$ cat src/rtl/tms_sequencer.sv
// tms_sequencer: TMS1000-style ROM address sequencer (pc LFSR, page/chapter buffers, return stack).
// Latency: an accepted command updates state on the next rising edge; rom_addr reflects it one cycle later.
// Backpressure: cmd_ready is low during reset and the first cycle after; afterwards every command is taken.
// Ports: clk/reset (sync, active-high); cmd_valid/cmd_ready handshake; cmd, target, operand, status inputs;
//        rom_addr = {chapter, page, pc}; stack_level, in_sub, stack_overflow (sticky) status outputs.
// Config macro TMS_LEGACY_RETN_EN: RETN takes its page from the page buffer instead of the stack entry.
module tms_sequencer #(
  parameter int CHAPTER_BITS = 1,
  parameter int STACK_DEPTH  = 1
) (
  input  logic                     clk,
  input  logic                     reset,
  input  logic                     cmd_valid,
  output logic                     cmd_ready,
  input  logic [2:0]               cmd,
  input  logic [5:0]               target,
  input  logic [3:0]               operand,
  input  logic                     status,
  output logic [CHAPTER_BITS+9:0]  rom_addr,
  output logic [3:0]               stack_level,
  output logic                     in_sub,
  output logic                     stack_overflow
);

  localparam int EW = CHAPTER_BITS + 10;
  localparam int IW = (STACK_DEPTH > 1) ? $clog2(STACK_DEPTH) : 1;

  typedef enum logic [2:0] {
    C_SEQ  = 3'd0,
    C_BR   = 3'd1,
    C_CALL = 3'd2,
    C_RETN = 3'd3,
    C_LDP  = 3'd4,
    C_COMC = 3'd5,
    C_LDC  = 3'd6,
    C_SEQ7 = 3'd7
  } cmd_e;

  logic [5:0]              r_pc;
  logic [3:0]              r_page;
  logic [3:0]              r_pb;
  logic [CHAPTER_BITS-1:0] r_ch;
  logic [CHAPTER_BITS-1:0] r_cb;
  logic [3:0]              r_level;
  logic                    r_ovf;
  logic                    r_rdy;
  logic [EW-1:0]           r_stack [STACK_DEPTH];

  logic [5:0]              w_pc_seq;
  logic                    w_accept;
  logic                    w_full;
  logic [3:0]              w_pop_lvl;
  logic [IW-1:0]           w_push_idx;
  logic [IW-1:0]           w_pop_idx;
  logic [EW-1:0]           w_pop_dat;
  logic [5:0]              w_pc_d;
  logic [3:0]              w_page_d;
  logic [3:0]              w_pb_d;
  logic [CHAPTER_BITS-1:0] w_ch_d;
  logic [CHAPTER_BITS-1:0] w_cb_d;
  logic [3:0]              w_lvl_d;
  logic                    w_ovf_d;
  logic                    w_push;

  // 6-bit feedback shift register; 0x1F and 0x3F are patched so the sequence covers all 64 states.
  always_comb begin
    if (r_pc == 6'h1F)      w_pc_seq = 6'h3F;
    else if (r_pc == 6'h3F) w_pc_seq = 6'h3E;
    else                    w_pc_seq = {r_pc[4:0], ~(r_pc[5] ^ r_pc[4])};
  end

  // reset gates ready combinationally so a command coinciding with reset is never accepted.
  assign cmd_ready  = r_rdy & ~reset;
  assign w_accept   = cmd_valid & cmd_ready;
  assign w_full     = (r_level == 4'(STACK_DEPTH));
  assign w_pop_lvl  = r_level - 4'd1;
  assign w_push_idx = r_level[IW-1:0];
  assign w_pop_idx  = w_pop_lvl[IW-1:0];
  assign w_pop_dat  = r_stack[w_pop_idx];

  always_comb begin
    w_pc_d   = r_pc;
    w_page_d = r_page;
    w_pb_d   = r_pb;
    w_ch_d   = r_ch;
    w_cb_d   = r_cb;
    w_lvl_d  = r_level;
    w_ovf_d  = r_ovf;
    w_push   = 1'b0;
    if (w_accept) begin
      w_pc_d = w_pc_seq;
      case (cmd_e'(cmd))
        C_BR: begin
          if (status) begin
            w_pc_d = target;
            w_ch_d = r_cb;
            // inside a subroutine the page buffer holds the return page, so the page is kept
            if (r_level == 4'd0) w_page_d = r_pb;
          end
        end
        C_CALL: begin
          if (status) begin
            w_pc_d = target;
            w_ch_d = r_cb;
            w_pb_d = r_page;
            if (!w_full) begin
              w_push   = 1'b1;
              w_page_d = r_pb;
              w_lvl_d  = r_level + 4'd1;
            end else begin
              w_ovf_d = 1'b1;
            end
          end
        end
        C_RETN: begin
          if (r_level != 4'd0) begin
            w_pc_d  = w_pop_dat[5:0];
            w_ch_d  = w_pop_dat[EW-1:10];
            w_lvl_d = w_pop_lvl;
`ifdef TMS_LEGACY_RETN_EN
            w_page_d = r_pb;
`else
            w_page_d = w_pop_dat[9:6];
            w_pb_d   = w_pop_dat[9:6];
`endif
          end else begin
            w_page_d = r_pb;
          end
        end
        C_LDP:  w_pb_d = operand;
        C_COMC: begin
          if (CHAPTER_BITS == 1) w_cb_d = ~r_cb;
          else                   w_cb_d = r_cb + CHAPTER_BITS'(1);
        end
        C_LDC:  w_cb_d = operand[CHAPTER_BITS-1:0];
        default: ;
      endcase
    end
  end

  always_ff @(posedge clk) begin
    if (reset) begin
      r_pc    <= 6'h00;
      r_page  <= 4'hF;
      r_pb    <= 4'hF;
      r_ch    <= '0;
      r_cb    <= '0;
      r_level <= 4'd0;
      r_ovf   <= 1'b0;
      r_rdy   <= 1'b0;
    end else begin
      r_pc    <= w_pc_d;
      r_page  <= w_page_d;
      r_pb    <= w_pb_d;
      r_ch    <= w_ch_d;
      r_cb    <= w_cb_d;
      r_level <= w_lvl_d;
      r_ovf   <= w_ovf_d;
      r_rdy   <= 1'b1;
    end
  end

  // stack contents need no reset: the level counter alone defines which entries are live
  always_ff @(posedge clk) begin
    if (w_push) r_stack[w_push_idx] <= {r_ch, r_page, w_pc_seq};
  end

  assign rom_addr       = {r_ch, r_page, r_pc};
  assign stack_level    = r_level;
  assign in_sub         = (r_level != 4'd0);
  assign stack_overflow = r_ovf;

endmodule

$ cat config.mk
export PLATFORM = sky130hd
export DESIGN_NAME = tms_sequencer
export DESIGN_NICKNAME = d
export VERILOG_FILES = /design/src/rtl/tms_sequencer.sv
export SDC_FILE = /design/constraint.sdc
export NUM_CORES = 1
export LEC_CHECK = 0
export CAP_MARGIN = 20
export CELL_PAD_IN_SITES_DETAIL_PLACEMENT = 1
export CELL_PAD_IN_SITES_GLOBAL_PLACEMENT = 1
export CORE_MARGIN = 3
export CORE_UTILIZATION = 38
export CTS_CLUSTER_DIAMETER = 60
export DETAILED_ROUTE_END_ITERATION = 16
export PLACE_DENSITY_LB_ADDON = 0.1
export REMOVE_ABC_BUFFERS = 1
export SLEW_MARGIN = 20
export SYNTH_ARGS = -nofsm -noshare
export SYNTH_HDL_FRONTEND = slang
export SYNTH_SLANG_ARGS = --single-unit
export TNS_END_PERCENT = 10
$ cat constraint.sdc
create_clock -name clk -period 2.75 [get_ports clk]
set_input_delay 0.275 -clock clk [delete_from_list [all_inputs] [get_ports clk]]
set_output_delay 0.275 -clock clk [all_outputs]
set_load 0.03 [all_outputs]
==> results of run 1 <==
[kinds of logic after synthesis]
| family | after synthesis | synth area share (%) |
|---|---|---|
| compound gates | 65 | 23.7 |
| xor+xnor | 1 | 0.502 |
| fa+ha+maj | 5 | 3.58 |
| buf+inv | 23 | 5.88 |
| flops | 33 | 44.2 |
| mux | 10 | 5.73 |
| simple gates | 49 | 16.4 |
[cells in the mapped netlist, types with 2 or more instances]
library cell / count
a22o_1: 4
a31oi_1: 11
clkbuf_1: 9
buf_2: 4
dfxtp_1: 22
a21oi_1: 17
nor2b_1: 2
o21ai_1: 4
and3b_1: 2
a22oi_1: 5
a21o_1: 2
mux2i_1: 10
o31ai_1: 2
o21ai_0: 6
nand3_1: 2
o22ai_1: 4
nand2_1: 10
edfxtp_1: 11
nor3_1: 3
or2_2: 2
inv_1: 6
o211ai_1: 2
ha_1: 5
nand2b_1: 5
nor2_1: 9
a2bb2oi_1: 2
[sequential cells by signal (all words and copies together) (netlist names)]
signal and count:
r_stack 11, r_pc 6, r_page 4, r_pb 4
stack_level 4, r_cb 1, r_ch 1, r_rdy 1
stack_overflow 1
[per-stage QoR]
| stage | area (um^2) | power, uW | utilization [%] | std cells | hold WS, ns |
|---|---|---|---|---|---|
| after floorplan | 1670 | 609 | - | 171 | 0.344 |
| after global placement | 2120 | 678 | 48.3 | 262 | 0.447 |
| after detailed placement | 2120 | 685 | 48.3 | 262 | 0.445 |
| after CTS | 2200 | 1040 | 50.1 | 270 | 0.467 |
| after global routing | 2200 | 1070 | 50.1 | 270 | 0.493 |
| final | 2200 | 1030 | 50.1 | 270 | 0.470 |
[placed cells by master, fill, tap and decap left out, types with 2 or more instances in the layout]
cell type        synthesis  layout
clkbuf_8                 0       5
o21ai_1                  4       4
o31ai_1                  2       2
nand2b_1                 5       5
ha_1                     5       5
a21oi_1                 17      17
clkdlybuf4s50_1          0      34
nor2b_1                  2       2
mux2i_1                 10      10
a22o_1                   4       4
and3b_1                  2       2
o211ai_1                 2       2
or2_2                    2       2
buf_4                    1       5
inv_1                    6       6
nand3_1                  2       2
nor3_1                   3       3
dfxtp_1                 22      22
a2bb2oi_1                2       2
a22oi_1                  5       5
a31oi_1                 11      11
a21o_1                   2       2
edfxtp_1                11      11
clkinv_1                 1       3
nand2_1                 10      10
nor2_1                   9       9
o21ai_0                  6       6
o22ai_1                  4       4
[power by group through the flow]
| stage | Combinational [uW] | Clock (uW) | Sequential (uW) |
|---|---|---|---|
| final | 147 | 359 | 525 |
| after global routing | 161 | 385 | 527 |
| after CTS | 148 | 362 | 526 |
| after detailed placement | 148 | 0 | 537 |
| after global placement | 142 | 0 | 536 |
| after floorplan | 61.0 | 0 | 548 |
[layer usage]
layer  up-vias  GRT usage, %  share of wire, %
met2        36          31.6                48
li1        754             -                 -
met1       760          26.4                47
met3         5          4.38               4.0
met5         -             0                 0
met4         0          5.63              0.95
[cell type report]
type / instances / area, um^2 / area share [%]
inverters: 8 / 30.0 / 1.37
multi-input cells: 130 / 872 / 39.7
flip-flops and latches: 33 / 771 / 35.1
clock inverters: 3 / 12.5 / 0.569
repair buffers: 39 / 378 / 17.2
clock buffers: 5 / 68.8 / 3.13
well taps: 52 / 65.1 / 2.96
[final timing paths]
path | start | end | slack, ns | cells after the start
setup / recovery | stack_level[0] | in_sub | 0.38 | 5
hold / removal | r_ch | r_stack[0][10] | 0.47 | 0
setup reg to reg | stack_level[0] | r_page[2] | 0.70 | 7
hold reg to reg | r_ch | r_stack[0][10] | 0.47 | 0
[worst max-delay path: cells and delay by family, from the launching register on]
kind                       cells  cell delay (ns)
adders and majority gates      1             0.21
buffers and inverters          3             0.93
DFF                            1             0.48
and+or+nand+nor                1             0.19
==> flow_summary.ini, run 1 <==
[status]
outcome = complete, no violations

[pwr]
power_density_nw_per_um2 = 470
power_frac_clock_pct = 34.8
irDropWorstVdd_mv = 0.208
p_seq_share_pct = 50.9
leakage_uw = 0.000813
comb_power_share_pct = 14.3
internal-power_uw = 750
swShare_pct = 27.3
p_switching_uw = 281

[clock_tree]
root_buffer = clkbuf_8
cts_hold_buffers = 0
cts_tree = done
numCtsBuffers = 5
path_clk_slew_ns = 0.07
cts_max_level = 2
clock_path_buffers = 2
post_cts_resized = 0
clock_sinks = 33
clkLatencyLatePin_ns = 0.29
post_cts_buffers = 0

[sta]
setup_tns_ns = 0
setup_violations = 0
min_period_ns = 2.37
fin_crit_sh_pct = 86.1
rsz0062_at_grt = false
worst_slack_ns = 0.382
relSlewSlack_pct = 57.8
worst_pin_slew_ns = 0.633
slew_violations = 0
hold_violations = 0
fmax_mhz = 422
finClkSkew_ns = 0.00267

[logic_synthesis]
yosys.area.top_type_share_pct = 25.2
yosysWarnings = 0
synth_cell_type_count = 51
yosys-top-cells-area = dfxtp_1, edfxtp_1, mux2i_1
yosys_most_used_dff = dfxtp_1
syn_inst = 186
synth_area_per_cell_um2 = 9.38
synth-edff-count = 11
synth_area_leader_cell = dfxtp_1
syn_area_um2 = 1750
synth-seq-area-share_pct = 44.2
async_flop_share_pct = 0
ys_ff_latch = 33

[route]
drc = 0
drt_wl_total_mm = 5.04
wl_per_cell_um = 18.7
vias = 1555
avgViaCountPerCell = 5.76
detail-route-antenna-nets = 0
first_pass_iters = 4
drt_iter0_drc = 89

[critical_path]
crit_chain = inv_1 -> ha_1 -> nor3b_2 -> inv_2 -> clkdlybuf4s50_1
critPathMaxStageDelay_ns = 0.70
crit_path_top_delay_cell = clkdlybuf4s50_1
cp_max_fo = 8
critPathRequiredTime_ns = 2.48
path_class = reg -> out
critPathArrivalTime_ns = 2.09
worstSetupStartpointType = flop
crit_path_end_kind = output port

[cells_and_area]
num-fill-cells = 497
areaGrowthSynthToFinish_pct = 25.9
layout.nets = 239
drive_gt1_share_pct = 7.80
antenna_cells = 0

[worst_hold_path]
hold_path_class = reg -> reg

[placed_design]
pre_cts_ws_ns = 0.426
dp.final_hpwl_mm = 3.72
port_buffers = 34
routabilityCongestion = 0.819

[floorplan]
die_h_um = 73.8
row_count = 24
dieArea_um2 = 5440
core_um2 = 4380
initial_core_util_pct = 39.8
io_pins = 35
die_w_um = 73.8

[global_routing]
grt_usage_pct = 19.7
antenna_found_initial = 0
grt_max_degree = 18
grt-ovfl-total = 0
grt_pass1_vias = 1599
grt_pass1_wl_mm = 8.07

[run]
max-cap-violations = 0
Note: power is estimated with default switching activity, not from simulation.
==> run 2, diff against run 1 <==
CORE_ASPECT_RATIO = 1.5   (was default)
==> run 2 against run 1 <==
Via count about the same. Die area up 0.30%. Worst hold slack better by 0.0076 ns. Clock power down 1%. Total power down 0.36%. Cell area about the same. Register-to-register slack worse by 0.04 ns. Maximum frequency down 1.8%. Clock skew up 0.0015 ns. Critical endpoint unchanged. Largest power group unchanged. Highest routed layer unchanged.
==> flow_summary.ini, run 2 (same netlist as run 1, synthesis figures left out) <==
[clock_tree]
path_clk_slew_ns = 0.07
clock_path_buffers = 2
numCtsBuffers = 5
clkLatencyLatePin_ns = 0.29
post_cts_buffers = 0
root_buffer = clkbuf_8
cts_max_level = 2
post_cts_resized = 0
cts_tree = done
cts_hold_buffers = 0
clock_sinks = 33

[route]
drt_iter0_drc = 35
vias = 1556
detail-route-antenna-nets = 0
drt_wl_total_mm = 4.96
wl_per_cell_um = 18.7
avgViaCountPerCell = 5.87
first_pass_iters = 4
drc = 0

[cells_and_area]
largest_registers = r_stack (11), r_pc (6)
antenna_cells = 0
stdcell_count = 265
final_cell_mix = clkdlybuf4s50_1, dfxtp_1, a21oi_1
layout.nets = 240
largest_reg_flops = 11
areaGrowthSynthToFinish_pct = 25.9
final_cell_area_um2 = 2200
top_register = r_stack
drive_gt1_share_pct = 8.68
final_common_cell = clkdlybuf4s50_1

[global_routing]
grt-ovfl-total = 0
grt_max_degree = 15
grt_usage_pct = 19.7
antenna_found_initial = 0
grt_pass1_vias = 1586
grt_pass1_wl_mm = 7.90

[critical_path]
cp_max_fo = 8
ff2ff_setup_slack_ns = 0.66
path_class = reg -> out
r2r_start = stack_level[1]
startpoint = stack_level[1]
critPathRequiredTime_ns = 2.48
crit_path_end_kind = output port
critPathArrivalTime_ns = 2.14
worstSetupStartpointType = flop

[status]
outcome = complete, no violations

[sta]
min_period_ns = 2.41
fmax_mhz = 415
hold_ws_ns = 0.478
finClkSkew_ns = 0.00422
setup_tns_ns = 0
hold_violations = 0
setup_violations = 0
rsz0062_at_grt = false
relSlewSlack_pct = 61.1
fin_crit_sh_pct = 87.7
worst_pin_slew_ns = 0.582
slew_violations = 0

[placed_design]
postPlaceCellArea_um2 = 2120
dpl.cell_count = 257
routabilityCongestion = 0.921
port_buffers = 34
dp.final_hpwl_mm = 3.71

[pwr]
leakage_uw = 0.000819
power_uw = 1030
irDropWorstVdd_mv = 0.246
power_density_nw_per_um2 = 468

[floorplan]
dieArea_um2 = 5460
initial_core_util_pct = 40.4
core_um2 = 4320
io_pins = 35
die_h_um = 89.0
die_w_um = 61.3
row_count = 29

[worst_hold_path]
hold_start = r_ch
hold_path_class = reg -> reg

[run]
max-cap-violations = 0
-- run 2: worst max-delay path, cell delays in order, from the launching register on --
cell and delay, ns:
dfxtp_1 0.37, inv_1 0.10, ha_1 0.16, nor3b_2 0.39
inv_2 0.19, clkdlybuf4s50_1 0.64
-- run 2: final timing paths --
| check | to | cells past startpoint |
|---|---|---|
| min reg2reg | r_stack[0][10] | 0 |
| min | r_stack[0][10] | 0 |
| max | in_sub | 5 |
| max reg2reg | stack_level[2] | 7 |
-- run 2: per-stage QoR --
step	utilization (%)	worst slack (ns)
floorplan	-	0.492
global placement	49.0	0.559
detailed placement	49.0	0.511
CTS	50.9	0.333
global route	50.9	0.273
finish	50.9	0.338
-- run 2: cell type report --
cell class / count / area [um^2]
clock inverters: 2 / 10.0
fillers: 507 / 2120
flip-flops and latches: 33 / 771
clock buffers: 6 / 72.6
repair buffers: 40 / 385
well taps: 46 / 57.6
multi-input cells: 130 / 872
inverters: 8 / 30.0
-- run 2: where the power goes --
part / leakage [uW] / total [uW] / switching [uW] / internal [uW]
Combinational: 0.000495 / 148 / 80.7 / 67.7
Clock: 0.0000450 / 354 / 179 / 175
Sequential: 0.000279 / 526 / 12.1 / 513
-- run 2: metal layers --
layer,part of all wire (%),vias to the layer above,track usage [%]
li1,-,754,-
met1,43,746,23.0
met2,51,46,34.1
met3,4.0,10,3.90
met4,2.5,0,8.30
met5,0,-,0
